### config.mk
export PLATFORM = sky130hd
export DESIGN_NAME = axi_lite_master
export DESIGN_NICKNAME = d
export VERILOG_FILES = /design/src/rtl/axi_lite_pkg.sv /design/src/rtl/axi_lite_master.sv
export SDC_FILE = /design/constraint.sdc
export NUM_CORES = 1
export LEC_CHECK = 0
export BUFFER_PORTS_ARGS = -buffer_cell sky130_fd_sc_hd__buf_2
export CAP_MARGIN = 20
export CORE_ASPECT_RATIO = 0.5
export CORE_MARGIN = 1
export CORE_UTILIZATION = 49
export CTS_BUF_LIST = sky130_fd_sc_hd__clkbuf_8 sky130_fd_sc_hd__clkbuf_16
export DETAILED_ROUTE_END_ITERATION = 8
export PLACE_DENSITY = 0.89
export SLEW_MARGIN = 20
export SYNTH_ARGS = -nofsm -noshare
export SYNTH_HDL_FRONTEND = slang
export SYNTH_SLANG_ARGS = --single-unit
### constraint.sdc
create_clock -name clk -period 2.55 [get_ports clk]
set_input_delay 0.51 -clock clk [delete_from_list [all_inputs] [get_ports clk]]
set_output_delay 0.51 -clock clk [all_outputs]
set_load 0.05 [all_outputs]
### src/rtl/axi_lite_pkg.sv
// Shared AXI4-Lite types: response codes, master FSM states
// and the command bundle used by the master and its benches.
package axi_lite_pkg;

    localparam logic [1:0] RESP_OKAY   = 2'b00;
    localparam logic [1:0] RESP_EXOKAY = 2'b01;
    localparam logic [1:0] RESP_SLVERR = 2'b10;
    localparam logic [1:0] RESP_DECERR = 2'b11;

    localparam int CMD_ADDR_W = 4;
    localparam int CMD_DATA_W = 32;

    typedef enum logic [2:0] {
        IDLE,
        WR_REQ,
        WR_RESP,
        RD_REQ,
        RD_RESP,
        RSP
    } mst_state_e;

    typedef struct packed {
        logic                      write;
        logic [CMD_ADDR_W-1:0]     addr;
        logic [CMD_DATA_W-1:0]     wdata;
        logic [CMD_DATA_W/8-1:0]   wstrb;
    } cmd_t;

endpackage

### src/rtl/axi_lite_master.sv
// AXI4-Lite initiator: one command in, one AXI read or write out,
// one response back. A single transaction in flight at a time.
module axi_lite_master
    import axi_lite_pkg::*;
#(
    parameter int ADDR_WIDTH_p = 4,
    parameter int DATA_WIDTH_p = 32
) (
    input  logic                      clk,
    input  logic                      rst_n,
    input  logic                      i_cmd_valid,
    output logic                      o_cmd_ready,
    input  logic                      i_cmd_write,
    input  logic [ADDR_WIDTH_p-1:0]   i_cmd_addr,
    input  logic [DATA_WIDTH_p-1:0]   i_cmd_wdata,
    input  logic [DATA_WIDTH_p/8-1:0] i_cmd_wstrb,
    output logic                      o_rsp_valid,
    input  logic                      i_rsp_ready,
    output logic                      o_rsp_write,
    output logic [DATA_WIDTH_p-1:0]   o_rsp_rdata,
    output logic [1:0]                o_rsp_resp,
    output logic [ADDR_WIDTH_p-1:0]   o_axi_awaddr,
    output logic                      o_axi_awvalid,
    input  logic                      i_axi_awready,
    output logic [DATA_WIDTH_p-1:0]   o_axi_wdata,
    output logic [DATA_WIDTH_p/8-1:0] o_axi_wstrb,
    output logic                      o_axi_wvalid,
    input  logic                      i_axi_wready,
    input  logic [1:0]                i_axi_bresp,
    input  logic                      i_axi_bvalid,
    output logic                      o_axi_bready,
    output logic [ADDR_WIDTH_p-1:0]   o_axi_araddr,
    output logic                      o_axi_arvalid,
    input  logic                      i_axi_arready,
    input  logic [DATA_WIDTH_p-1:0]   i_axi_rdata,
    input  logic [1:0]                i_axi_rresp,
    input  logic                      i_axi_rvalid,
    output logic                      o_axi_rready
);

    localparam int STRB_W = DATA_WIDTH_p / 8;
    localparam logic [ADDR_WIDTH_p-1:0] ALIGN_MASK = ~ADDR_WIDTH_p'(3);

    if (DATA_WIDTH_p != 32) begin : g_bad_width
        $error("axi_lite_master supports DATA_WIDTH_p == 32 only");
    end

    mst_state_e                state_q, state_d;
    logic [ADDR_WIDTH_p-1:0]   addr_q, addr_d;
    logic [DATA_WIDTH_p-1:0]   wdata_q, wdata_d;
    logic [STRB_W-1:0]         wstrb_q, wstrb_d;
    logic                      write_q, write_d;
    logic                      awvalid_q, awvalid_d;
    logic                      wvalid_q, wvalid_d;
    logic                      aw_done_q, aw_done_d;
    logic                      w_done_q, w_done_d;
    logic                      bready_q, bready_d;
    logic                      arvalid_q, arvalid_d;
    logic                      rready_q, rready_d;
    logic                      rsp_valid_q, rsp_valid_d;
    logic                      rsp_write_q, rsp_write_d;
    logic [DATA_WIDTH_p-1:0]   rsp_rdata_q, rsp_rdata_d;
    logic [1:0]                rsp_resp_q, rsp_resp_d;
    logic                      aw_hs, w_hs;

    assign aw_hs = awvalid_q && i_axi_awready;
    assign w_hs  = wvalid_q && i_axi_wready;

    // Next state and next value of every registered output.
    always_comb begin
        state_d     = state_q;
        addr_d      = addr_q;
        wdata_d     = wdata_q;
        wstrb_d     = wstrb_q;
        write_d     = write_q;
        awvalid_d   = awvalid_q;
        wvalid_d    = wvalid_q;
        aw_done_d   = aw_done_q;
        w_done_d    = w_done_q;
        bready_d    = bready_q;
        arvalid_d   = arvalid_q;
        rready_d    = rready_q;
        rsp_valid_d = rsp_valid_q;
        rsp_write_d = rsp_write_q;
        rsp_rdata_d = rsp_rdata_q;
        rsp_resp_d  = rsp_resp_q;
        unique case (state_q)
            IDLE: begin
                if (i_cmd_valid) begin
                    addr_d  = i_cmd_addr & ALIGN_MASK;
                    wdata_d = i_cmd_wdata;
                    wstrb_d = i_cmd_wstrb;
                    write_d = i_cmd_write;
                    if (i_cmd_write) begin
                        state_d   = WR_REQ;
                        awvalid_d = 1'b1;
                        wvalid_d  = 1'b1;
                        aw_done_d = 1'b0;
                        w_done_d  = 1'b0;
                    end else begin
                        state_d   = RD_REQ;
                        arvalid_d = 1'b1;
                    end
                end
            end
            WR_REQ: begin
                // AW and W retire independently, possibly together.
                aw_done_d = aw_done_q || aw_hs;
                w_done_d  = w_done_q || w_hs;
                if (aw_hs) awvalid_d = 1'b0;
                if (w_hs)  wvalid_d  = 1'b0;
                if (aw_done_d && w_done_d) begin
                    state_d  = WR_RESP;
                    bready_d = 1'b1;
                end
            end
            WR_RESP: begin
                if (i_axi_bvalid) begin
                    state_d     = RSP;
                    bready_d    = 1'b0;
                    rsp_valid_d = 1'b1;
                    rsp_write_d = write_q;
                    rsp_rdata_d = '0;
                    rsp_resp_d  = i_axi_bresp;
                end
            end
            RD_REQ: begin
                if (i_axi_arready) begin
                    state_d   = RD_RESP;
                    arvalid_d = 1'b0;
                    rready_d  = 1'b1;
                end
            end
            RD_RESP: begin
                if (i_axi_rvalid) begin
                    state_d     = RSP;
                    rready_d    = 1'b0;
                    rsp_valid_d = 1'b1;
                    rsp_write_d = write_q;
                    rsp_rdata_d = i_axi_rdata;
                    rsp_resp_d  = i_axi_rresp;
                end
            end
            RSP: begin
                if (i_rsp_ready) begin
                    state_d     = IDLE;
                    rsp_valid_d = 1'b0;
                end
            end
            default: state_d = IDLE;
        endcase
    end

    // State and output registers; reset abandons any transaction.
    always_ff @(posedge clk or negedge rst_n) begin
        if (!rst_n) begin
            state_q     <= IDLE;
            addr_q      <= '0;
            wdata_q     <= '0;
            wstrb_q     <= '0;
            write_q     <= 1'b0;
            awvalid_q   <= 1'b0;
            wvalid_q    <= 1'b0;
            aw_done_q   <= 1'b0;
            w_done_q    <= 1'b0;
            bready_q    <= 1'b0;
            arvalid_q   <= 1'b0;
            rready_q    <= 1'b0;
            rsp_valid_q <= 1'b0;
            rsp_write_q <= 1'b0;
            rsp_rdata_q <= '0;
            rsp_resp_q  <= RESP_OKAY;
        end else begin
            state_q     <= state_d;
            addr_q      <= addr_d;
            wdata_q     <= wdata_d;
            wstrb_q     <= wstrb_d;
            write_q     <= write_d;
            awvalid_q   <= awvalid_d;
            wvalid_q    <= wvalid_d;
            aw_done_q   <= aw_done_d;
            w_done_q    <= w_done_d;
            bready_q    <= bready_d;
            arvalid_q   <= arvalid_d;
            rready_q    <= rready_d;
            rsp_valid_q <= rsp_valid_d;
            rsp_write_q <= rsp_write_d;
            rsp_rdata_q <= rsp_rdata_d;
            rsp_resp_q  <= rsp_resp_d;
        end
    end

    assign o_cmd_ready   = (state_q == IDLE);
    assign o_axi_awaddr  = addr_q;
    assign o_axi_araddr  = addr_q;
    assign o_axi_awvalid = awvalid_q;
    assign o_axi_wdata   = wdata_q;
    assign o_axi_wstrb   = wstrb_q;
    assign o_axi_wvalid  = wvalid_q;
    assign o_axi_bready  = bready_q;
    assign o_axi_arvalid = arvalid_q;
    assign o_axi_rready  = rready_q;
    assign o_rsp_valid   = rsp_valid_q;
    assign o_rsp_write   = rsp_write_q;
    assign o_rsp_rdata   = rsp_rdata_q;
    assign o_rsp_resp    = rsp_resp_q;

endmodule

Yosys cells after proc, flatten, opt, wreduce, memory -nomap -nowiden
Cells that the tools add are included.
{"block": "word_totals", "ff_bits": 85, "latch_bits": 0, "mem_bits_rw": 0, "rom_bits": 0, "output_inout_bits": 86, "n_memories": 0}
{"block": "classes", "n_addsub": 0, "n_mul": 0, "div_mod_pow": 0, "n_lt_le_gt_ge": 0, "n_eq_ne": 15, "shift": 0, "mux": 41, "n_bitwise": 0, "reduce_logical": 22}
{"operator": "$mux W32", "n": 2}
{"operator": "$pmux W32 S2", "n": 1}
{"operator": "$mux W1", "n": 18}
{"operator": "$mux W3", "n": 6}
{"operator": "$ne A2 B2 Y1 const B", "n": 9}
{"operator": "$pmux W3 S6", "n": 1}
{"operator": "$pmux W1 S2", "n": 8}
{"operator": "$reduce_and A4 Y1", "n": 4}
{"operator": "$reduce_and A3 Y1", "n": 4}
{"operator": "$reduce_bool A2 Y1", "n": 5}
{"operator": "$eq A3 B2 Y1 const B", "n": 2}
{"operator": "$eq A3 B3 Y1 const B", "n": 2}
{"operator": "$mux W2", "n": 3}
{"operator": "$reduce_and A6 Y1", "n": 1}
{"operator": "$pmux W2 S2", "n": 1}
{"operator": "$eq A3 B1 Y1 const B", "n": 1}
{"operator": "$logic_and A1 B1 Y1", "n": 3}
{"operator": "$logic_not A3 Y1", "n": 1}
{"operator": "$pmux W1 S3", "n": 1}
{"operator": "$reduce_bool A3 Y1", "n": 1}
{"operator": "$logic_or A1 B1 Y1", "n": 2}
{"operator": "$ne A2 B1 Y1 const B", "n": 1}
{"operator": "$reduce_and A2 Y1", "n": 1}

Depth between registers and ports, before layout
{"block": "logic_depth", "ltp_word": 5, "mapped_depth": 6, "ltp_nobuf": 3}

Worst setup path before layout
No wires, ideal clock.
{"block": "synth_path", "kind": "flip-flop to output port", "start": "register state_q[0]", "end": "output o_cmd_ready", "arrival_ns": 1.776, "required_ns": 2.040, "path_slack_ns": 0.264, "path_stages_with_launch": 4, "cell_sequence": "dfrtp_1 -> buf_6 -> clkbuf_1 -> nor3_1"}
{"block": "synth_between", "elab_chain_len": 1}
{"element": "start, declared", "line_no": "axi_lite_master.sv:48", "text": "mst_state_e state_q, state_d;"}
{"element": "start signal, assigned", "line_no": "axi_lite_master.sv:174", "text": "state_q <= state_d;"}
{"element": "$logic_not A3 Y1", "line_no": "axi_lite_master.sv:193", "text": "assign o_cmd_ready = (state_q == IDLE);"}
{"element": "end, declared", "line_no": "axi_lite_master.sv:12", "text": "output logic o_cmd_ready,"}
Every way passes these cells.

Final worst setup path
Ends and elaborated chain as after synthesis.

==> metrics.txt <==
Die H=between 60 and 70 um; crit-path cells=nor3_1 -> buf_2; first-pass GRT wire length=around 12000 um; kind of critical path=reg -> out; drt pass-1 iters=4; Worst Path Max Fanout=18; vias per inst=5.174; GRT overflow=0; Post-CTS Setup Inserts=0; Core Box Area=0.006805 mm2; Routed Wire Length=7882 um; Post-Syn Instances=234; Setup TNS=0 ns; Antenna Nets Post-Route=0; initial antenna violation count=0; final net count=between 400 and 500; CTS tree=done; clock sink count=85; detailed placer's ending HPWL=5573 um; CP max-delay cell=dfrtp_1; Max-Cap Viols=0; max_slew headroom=between 50 and 60%; critical path's largest stage delay=about 0.61 ns; Worst-Skew Late Latency=0.33 ns; # rows=21; Wirelength per Cell=15.96 um; worst slew pin tran=0.6559 ns; minimum clock period=2.001 ns; All-Layer GR Usage=21.30%; Reg clk slew, reported paths=0.06 ns; vias in the first global route=2481; # DRC=0; RSZ-0062 raised after global routing=no; crit path from=state_q[0]$_DFFE_PN0P_; Layout area overhead=33.78%; commonest non-fill, non-tap cell in the layout=buf_2; H-Tree Depth=3; Setup-failing EPs final=0; ant diodes=0; final core occ=69.09%; Yosys cell types=36; post-synthesis sequential area ratio=60.52%; final hold violations=0; largest net degree at the start of global routing=53; clk buf depth=2; post-CTS sizing=0; Worst R2R Setup Slack=0.68 ns; clk_skew=0.005194 ns; r2r endpoint=o_axi_wstrb[2]$_DFFE_PN0P_; WP buf/inv=1; routability congestion estimate=0.7430; CP top delay family=flip-flops; CTS root buf=clkbuf_16; overall die width=about 120 um; Max Clk Rate=499.8 MHz; Final Cell Area=0.004702 mm2; most frequent cells in the layout=164 x buf_2, 85 x dfrtp_1, 34 x a22o_1; I/O pin count=172; status=completed; layout cells sized above 1=55.97%; Synth Register Bits=85; cts hold-fix bufs=0; Hold WC Path Type=in -> async; syn_area_per_cell=15.02 um2; post-placement cell area=0.004385 mm2; Detailed Route Iter0 Violations=115; r2r worst-path depth=3; fin crit share=between 70 and 80%; crit start category=flip-flop; Max Slew Vio Count=0; data required time of the worst path=2.04 ns; Syn. warnings=0; total number of vias=2556; Initial Util=51.65%; total CTS buffers=9; hold_ws=0.2129 ns; die area=0.007536 mm2; mapped cell area=0.003515 mm2; RR Startpoint=state_q[0]$_DFFE_PN0P_; CP arrival=between 1 and 1.5 ns; PortBufs=between 150 and 200; Crit. End Element=primary output
-- worst register-to-register path: cells and delay by family (launching register included) --
kind | cells | cell delay, ns
simple gates | 1 | 0.45
buf+inv | 1 | 0.30
mux | 1 | 0.39
flops | 1 | 0.61
-- logic make-up (layout without fill, tap and decap cells) --
family,count (synthesis),in the layout,share of synthesized area (%)
other,1,4,0.1067
muxes,46,46,17.87
DFF,85,85,60.52
buffers and inverters,23,188,4.556
AOI/OAI and AO/OA,54,54,12.42
and+or+nand+nor,25,25,4.521
-- how the worst max path moves through the flow --
stage               slack, ns  cells past startpoint                          to
floorplan                0.26                      3                 o_cmd_ready
global placement         0.78                      3  o_axi_wdata[2]$_DFFE_PN0P_
detailed placement       0.72                      3  o_axi_wstrb[2]$_DFFE_PN0P_
CTS                      0.56                      2                 o_cmd_ready
global route             0.50                      2                 o_cmd_ready
finish                   0.55                      2                 o_cmd_ready
-- stage by stage --
step / instances / setup slack (ns)
floorplan: 237 / 0.2640
global placement: 478 / 0.7848
detailed placement: 478 / 0.7219
CTS: 494 / 0.5568
global route: 494 / 0.4985
finish: 494 / 0.5492
-- final cells by class --
| class | instances | area [um2] |
|---|---|---|
| clock buffers | 9 | 225.2 |
| clock inverters | 7 | 91.34 |
| fillers | 479 | 2103 |
| inverters | 1 | 3.754 |
| multi-input cells | 129 | 1241 |
| flip-flops and latches | 85 | 2127 |
| well taps | 92 | 115.1 |
| repair buffers | 171 | 898.4 |
-- per-layer routing --
layer / global-route usage [%] / vias to the layer above / routed length (um)
li1: - / 1176 / -
met3: 6.022 / 12 / 363
met5: 0 / - / 0
met1: 25.09 / 1281 / 3212
met2: 38.98 / 87 / 4191
met4: 7.055 / 0 / 114
-- state kept, by name (all words and copies together), names as in the netlist --
| register | cells |
|---|---|
| o_axi_rready | 1 |
| aw_done_q | 1 |
| o_rsp_write | 1 |
| write_q | 1 |
| state_q | 3 |
| w_done_q | 1 |
| o_rsp_rdata | 32 |
| o_axi_awvalid | 1 |
| o_axi_bready | 1 |
| o_axi_araddr | 2 |
| o_axi_wdata | 32 |
| o_axi_wstrb | 4 |
| o_rsp_valid | 1 |
| o_axi_arvalid | 1 |
| o_axi_wvalid | 1 |
| o_rsp_resp | 2 |
-- cells in the mapped netlist --
master     instances  area [um2]
dfrtp_1           85        2127
o21bai_1           1       7.510
buf_1              1       3.750
inv_1              1       3.750
nor4b_4            1       23.77
buf_6              5       56.30
clkbuf_1           1       3.750
a22o_1            34       297.8
nor3b_1            1       7.510
nand3_1            2       10.01
buf_4              7       52.55
or3_1              1       6.260
buf_2              8       40.04
mux2i_1            2       20.02
a41oi_1            3       26.28
nor4bb_1           2       20.02
o21ai_0            2       10.01
mux2_1             6       67.56
a31oi_1            1       6.260
a311o_1            1       10.01
a21o_1             2       15.01
o211ai_1           1       7.510
mux2_2             8       90.09
nand4_1            1       6.260
nor2b_1            1       6.260
a211o_1            1       8.760
nand2b_1           4       25.02
nand3b_1           2       15.01
a2bb2oi_1          1       8.760
nor2_1             5       18.77
a21oi_1            6       30.03
nand2_1            4       15.01
nor3_1             1       5.000
conb_1             1       3.750
mux2_4            30       450.4
o22a_1             1       8.760
Power is not shown: default switching activity piles up to over one toggle a cycle in this logic, so the estimate is an artifact.
